[src/rtl/matrix_pkg.sv]
// rtl/matrix_pkg.sv - shared constants and FSM state type for the matrix readback block
package matrix_pkg;

  localparam int MATRIX_WIDTH = 10;
  localparam int SYNC_STAGES  = 2;

  typedef enum logic {
    IDLE  = 1'b0,
    SHIFT = 1'b1
  } state_t;

endpackage

[src/rtl/matrix_readback_if.sv]
// rtl/matrix_readback_if.sv - Raspberry Pi GPIO link: strobe, shift clock and status lines
interface matrix_readback_if;

  logic rpi_latch;
  logic rpi_sclk;
  logic rpi_sdo;
  logic rpi_busy;
  logic rpi_irq;

  modport slave (
    input  rpi_latch,
    input  rpi_sclk,
    output rpi_sdo,
    output rpi_busy,
    output rpi_irq
  );

  modport master (
    output rpi_latch,
    output rpi_sclk,
    input  rpi_sdo,
    input  rpi_busy,
    input  rpi_irq
  );

endinterface

[src/rtl/gpio_sync.sv]
// rtl/gpio_sync.sv - multi-stage synchronizer with registered rising-edge pulse
module gpio_sync #(
  parameter int W     = 1,
  parameter int DEPTH = 2
) (
  input  logic         clk,
  input  logic         reset,
  input  logic [W-1:0] din,
  output logic [W-1:0] sync,
  output logic [W-1:0] rise
);

  logic [W-1:0] stg [DEPTH];
  logic [W-1:0] prev;

  // The rise pulse is registered so a strobe reaches the FSM DEPTH+1 edges after it toggles.
  always_ff @(posedge clk or posedge reset) begin
    if (reset) begin
      for (int i = 0; i < DEPTH; i++) stg[i] <= '0;
      prev <= '0;
      rise <= '0;
    end else begin
      stg[0] <= din;
      for (int i = 1; i < DEPTH; i++) stg[i] <= stg[i-1];
      prev <= stg[DEPTH-1];
      rise <= stg[DEPTH-1] & ~prev;
    end
  end

  assign sync = stg[DEPTH-1];

endmodule

[src/rtl/matrix_readback.sv]
// rtl/matrix_readback.sv - snapshots matrix return lines and shifts them plus parity to a Raspberry Pi
module matrix_readback #(
  parameter int WIDTH       = matrix_pkg::MATRIX_WIDTH,
  parameter int SYNC_STAGES = matrix_pkg::SYNC_STAGES
) (
  input  logic              clk,
  input  logic              reset,
  input  logic [WIDTH-1:0]  matrix_in,
  matrix_readback_if.slave  rpi
);

  import matrix_pkg::*;

  localparam int CW = $clog2(WIDTH + 2);

  logic [WIDTH-1:0] matrix_sync, matrix_rise;
  logic             latch_sync, latch_rise;
  logic             sclk_sync, sclk_rise;
  logic             unused_sync;

  state_t           state, state_n;
  logic [WIDTH-1:0] snap, snap_n;
  logic             par, par_n;
  logic [CW-1:0]    bit_cnt, bit_cnt_n;
  logic [CW-1:0]    nxt_cnt;
  logic             sdo, sdo_n;
  logic             irq, irq_n;

  gpio_sync #(.W(WIDTH), .DEPTH(SYNC_STAGES)) u_matrix_sync (
    .clk   (clk),
    .reset (reset),
    .din   (matrix_in),
    .sync  (matrix_sync),
    .rise  (matrix_rise)
  );

  gpio_sync #(.W(1), .DEPTH(SYNC_STAGES)) u_latch_sync (
    .clk   (clk),
    .reset (reset),
    .din   (rpi.rpi_latch),
    .sync  (latch_sync),
    .rise  (latch_rise)
  );

  gpio_sync #(.W(1), .DEPTH(SYNC_STAGES)) u_sclk_sync (
    .clk   (clk),
    .reset (reset),
    .din   (rpi.rpi_sclk),
    .sync  (sclk_sync),
    .rise  (sclk_rise)
  );

  assign unused_sync = ^{matrix_rise, latch_sync, sclk_sync};

  always_ff @(posedge clk or posedge reset) begin
    if (reset) begin
      state   <= IDLE;
      snap    <= '0;
      par     <= 1'b0;
      bit_cnt <= '0;
      sdo     <= 1'b0;
      irq     <= 1'b0;
    end else begin
      state   <= state_n;
      snap    <= snap_n;
      par     <= par_n;
      bit_cnt <= bit_cnt_n;
      sdo     <= sdo_n;
      irq     <= irq_n;
    end
  end

  assign nxt_cnt = bit_cnt + CW'(1);

  always_comb begin
    state_n   = state;
    snap_n    = snap;
    par_n     = par;
    bit_cnt_n = bit_cnt;
    sdo_n     = sdo;
    irq_n     = irq;

    // A latch rise always wins, in either state, and swallows any coincident sclk rise.
    if (latch_rise) begin
      state_n   = SHIFT;
      snap_n    = matrix_sync;
      par_n     = ^matrix_sync;
      bit_cnt_n = '0;
      sdo_n     = matrix_sync[WIDTH-1];
    end else if (state == SHIFT && sclk_rise) begin
      bit_cnt_n = nxt_cnt;
      if (bit_cnt == CW'(WIDTH)) begin
        state_n = IDLE;
        sdo_n   = 1'b0;
      end else if (nxt_cnt == CW'(WIDTH)) begin
        sdo_n = par;
      end else begin
        sdo_n = snap[CW'(WIDTH - 1) - nxt_cnt];
      end
    end

    if (latch_rise) begin
      irq_n = 1'b0;
    end else if (state == IDLE && matrix_sync != snap) begin
      irq_n = 1'b1;
    end
  end

  assign rpi.rpi_sdo  = sdo;
  assign rpi.rpi_busy = (state == SHIFT);
  assign rpi.rpi_irq  = irq;

endmodule

[src/flat_wrapper.sv]
// flat-port wrapper written by rule: the top's interface ports become plain ports
module matrix_readback_flat import matrix_pkg::*;
#(
  parameter int WIDTH       = matrix_pkg::MATRIX_WIDTH,
  parameter int SYNC_STAGES = matrix_pkg::SYNC_STAGES
)
  (clk, reset, matrix_in, rpi_rpi_latch, rpi_rpi_sclk, rpi_rpi_sdo, rpi_rpi_busy, rpi_rpi_irq);
  matrix_readback_if rpi_i ();
  input  logic clk;
  input  logic reset;
  input  logic [WIDTH-1:0] matrix_in;
  input wire logic [$bits(rpi_i.rpi_latch)-1:0] rpi_rpi_latch;
  input wire logic [$bits(rpi_i.rpi_sclk)-1:0] rpi_rpi_sclk;
  output wire logic [$bits(rpi_i.rpi_sdo)-1:0] rpi_rpi_sdo;
  output wire logic [$bits(rpi_i.rpi_busy)-1:0] rpi_rpi_busy;
  output wire logic [$bits(rpi_i.rpi_irq)-1:0] rpi_rpi_irq;
  assign rpi_i.rpi_latch = rpi_rpi_latch;
  assign rpi_i.rpi_sclk = rpi_rpi_sclk;
  assign rpi_rpi_sdo = rpi_i.rpi_sdo;
  assign rpi_rpi_busy = rpi_i.rpi_busy;
  assign rpi_rpi_irq = rpi_i.rpi_irq;
  matrix_readback #(.WIDTH(WIDTH), .SYNC_STAGES(SYNC_STAGES)) u_core (.clk(clk), .reset(reset), .matrix_in(matrix_in), .rpi(rpi_i));
endmodule
[config.mk]
export PLATFORM = sky130hd
export DESIGN_NAME = matrix_readback_flat
export DESIGN_NICKNAME = d
export VERILOG_FILES = /design/src/rtl/matrix_pkg.sv /design/src/rtl/matrix_readback_if.sv /design/src/rtl/gpio_sync.sv /design/src/rtl/matrix_readback.sv /design/src/flat_wrapper.sv
export SDC_FILE = /design/constraint.sdc
export NUM_CORES = 1
export LEC_CHECK = 0
export CAP_MARGIN = 20
export CORE_UTILIZATION = 55
export CTS_CLUSTER_DIAMETER = 30
export DETAILED_ROUTE_END_ITERATION = 8
export DONT_BUFFER_PORTS = 1
export PLACE_DENSITY = 0.76
export SYNTH_ARGS = -nofsm -noshare
export SYNTH_HDL_FRONTEND = slang
export SYNTH_SLANG_ARGS = --single-unit
[constraint.sdc]
create_clock -name clk -period 1.8 [get_ports clk]
set_input_delay 0.36 -clock clk [delete_from_list [all_inputs] [get_ports clk]]
set_output_delay 0.36 -clock clk [all_outputs]
set_load 0.02 [all_outputs]
==> impl_metrics.py <==
metrics = {
    "outcome": {
        "status": "complete, no violations",
    },
    "sta": {
        "fin_setup_tns_ps": 0,
        "post-route-min-period_ps": 1663,
        "setup_viol": 0,
        "final.setup_skew_ps": 3.200,
        "fmax_ghz": 0.6014,
        "slew_violations": 0,
        "fin_crit_sh_pct": 92.37,
        "rsz0062_at_grt": "no",
        "worst_slew_pin_slew_ps": 725.9,
        "relSlewSlack_pct": 51.61,
        "hold_ws_ps": 357.8,
        "hold_viol": 0,
    },
    "cells_and_area": {
        "layout_common_cells": "46 x dfrtp_1, 13 x dlygate4sd3_1, 12 x xnor2_1",
        "final_area_sq_um": 2087,
        "final_util_pct": 68.36,
        "final_common_cell": "dfrtp_1",
        "finalNonFillerCells": 189,
        "fin_nets": 161,
        "layout-drive-gt1-share_pct": 13.79,
        "syn2layout_area_growth_pct": 18.38,
        "n_antenna_cell": 0,
    },
    "pwr": {
        "clkPwrFrac_pct": 33.5,
        "intPower_mw": 1.777,
        "combPwrFrac_pct": 13.6,
        "ir_drop_mv": 0.8343,
        "p_leak_nw": 0.9031,
        "p_per_area_nw_per_um2": 1102,
        "power.switching_uw": 523.1,
        "seqPwrFrac_pct": 52.9,
        "p_sw_share_pct": 22.74,
    },
    "global_route": {
        "use_met2_pct": 24.30,
        "busiest_layer": "met1",
        "grt_max_degree": 47,
        "antenna_found_initial": 0,
        "use_met3_pct": 6.593,
        "grt_pass1_vias": 871,
        "grtUsageMet1_pct": 25.31,
        "grtUsageTotal_pct": 17.56,
        "grt_pass1_wl_microns": 4222,
        "grt.overflow.total": 0,
    },
    "clock_network": {
        "cts_tree": "done",
        "postCtsSetupBuffers": 0,
        "htree_levels": 2,
        "cts_hold_buf": 1,
        "cts_resized": 0,
        "insertion_delay_ps": 340,
        "cts_root_buf": "clkbuf_4",
        "clkSinkCount": 46,
        "cts_buffers": 5,
        "clkTransAtPathRegs_ps": 120,
        "clk_path_buf_depth": 2,
    },
    "synthesis": {
        "yosys.area_share.simple_pct": 6.600,
        "synth_seq_area_share_pct": 65.29,
        "synth_top_family_by_area": "XOR/XNOR gates",
        "synth_seq_cells": 46,
        "yosysWarnings": 0,
        "synthMuxAreaShare_pct": 9.936,
        "synth_compound_area_share_pct": 3.549,
        "syn_area_per_cell_sq_um": 14.33,
        "syn-num-nets": 140,
        "syn_inst": 123,
        "synthXorXnorAreaFrac_pct": 11.43,
        "netlist_area_sq_um": 1763,
        "yosysUniqueCellTypes": 25,
        "synth_adder_area_share_pct": 2.129,
    },
    "placed_design": {
        "io_buffers": 0,
        "place_area_sq_um": 1846,
        "dp.final_hpwl_microns": 1741,
        "place_congestion": 0.7377,
        "dp_cells": 168,
    },
    "route": {
        "drt-pass1-iter-count": 4,
        "drt_wl_total_microns": 2531,
        "wl_per_cell_microns": 13.39,
        "viasPerCell": 5.143,
        "drc": 0,
        "drt_iter0_drc": 62,
        "detail-route-antenna-nets": 0,
        "vias": 972,
    },
    "min_path": {
        "hold_path.class": "reg2reg",
    },
    "floorplan": {
        "num_rows": 20,
        "start_util_pct": 57.75,
        "fp.coreArea_sq_um": 3053,
        "dieArea_sq_um": 3436,
        "die_h_microns": 58.62,
        "ios": 17,
        "die_w_microns": 58.62,
    },
    "critical_path": {
        "end_kind": "flip-flop",
        "path_class": "reg2reg",
        "startpoint_type": "flip-flop",
        "cp_max_fo": 5,
        "critPathArrivalTime_ps": 1900,
        "cpPeakStageDelay_ps": 440,
        "path_cells": "inv_1 > ha_1 > mux4_1 > nor2b_1 > o31a_1 > o21ai_1",
        "slowest_stage": "dfrtp_1",
        "cp.required_ps": 2040,
    },
    "flow_run": {
        "max_cap_viol_count": 0,
    },
}
cell families after synthesis:
group | after synthesis
flops | 46
simple gates | 23
mux | 13
compound gates | 10
xor+xnor | 23
fa+ha+maj | 3
buf+inv | 5
layer usage:
layer	up-vias	part of all wire [%]
met5	-	0
met4	0	1.8
met3	5	4.9
met2	26	49
met1	482	44
li1	459	-
Yosys cell counts, drive strengths merged:
library cell	count	area share [%]
a211oi	1	0.43
ha	3	2.1
o31a	1	0.50
nor4	2	0.71
a21o	1	0.43
a21oi	4	1.1
nand3	3	0.85
o21ai	2	0.57
nor3b	1	0.43
nor2b	3	1.1
xor2	11	5.5
mux2	10	6.4
nand2	3	0.64
nor2	8	1.7
xnor2	12	6.0
mux4	2	3.0
or3	2	0.71
mux2i	1	0.57
inv	3	0.64
clkbuf	2	0.43
and3b	1	0.50
dfrtp	46	65
a41oi	1	0.50
final timing paths:
check	from	end	slack, ps	cells after the start
max	u_core.bit_cnt[0]	u_core.rpi.rpi_sdo	140	6
min	u_core.u_matrix_sync.stg[17]	u_core.u_matrix_sync.sync[7]	360	0
max reg2reg	u_core.bit_cnt[0]	u_core.rpi.rpi_sdo	140	6
min reg2reg	u_core.u_matrix_sync.stg[17]	u_core.u_matrix_sync.sync[7]	360	0
max in group asynchronous	reset	u_core.snap[3]	1110	3
min in group asynchronous	reset	u_core.u_matrix_sync.sync[0]	490	3
stage by stage:
step | setup WS [ps] | total power, mW
final | 137.3 | 2.300
after global routing | 53.65 | 2.411
after CTS | 149.9 | 2.304
after detailed placement | 176.9 | 1.530
after global placement | 288.5 | 1.512
after floorplan | 237.7 | 1.451
cell type report:
class | instances | area [sq um]
Fill cell | 239 | 965.9
Clock buffer | 6 | 51.30
Clock inverter | 2 | 60.06
Multi-Input combinational cell | 72 | 593.1
Inverter | 3 | 11.26
Sequential cell | 46 | 1151
Timing Repair Buffer | 16 | 165.2
Tap cell | 44 | 55.05
sequential cells by signal, indices dropped and copies added (netlist names), 4 cells and up:
signal and count:
u_core.u_matrix_sync.sync 10, u_core.u_matrix_sync.stg 10, u_core.snap 10, u_core.bit_cnt 4
power by group through the flow:
stage / Sequential [mW] / Combinational, mW / Clock [mW]
after global placement: 1.23 / 0.279 / 0
final: 1.22 / 0.314 / 0.770
after detailed placement: 1.24 / 0.292 / 0
after global routing: 1.23 / 0.346 / 0.834
after floorplan: 1.21 / 0.242 / 0
after CTS: 1.22 / 0.297 / 0.790
worst max-delay path, delay by kind of cell, from the launching register on:
| family | cells | cell delay (ps) |
|---|---|---|
| AOI/OAI and AO/OA | 2 | 220 |
| adders and majority gates | 1 | 350 |
| buffers and inverters | 1 | 100 |
| DFF | 1 | 440 |
| muxes | 1 | 310 |
| and+or+nand+nor | 1 | 150 |
Note: power is estimated with default switching activity, not from simulation.
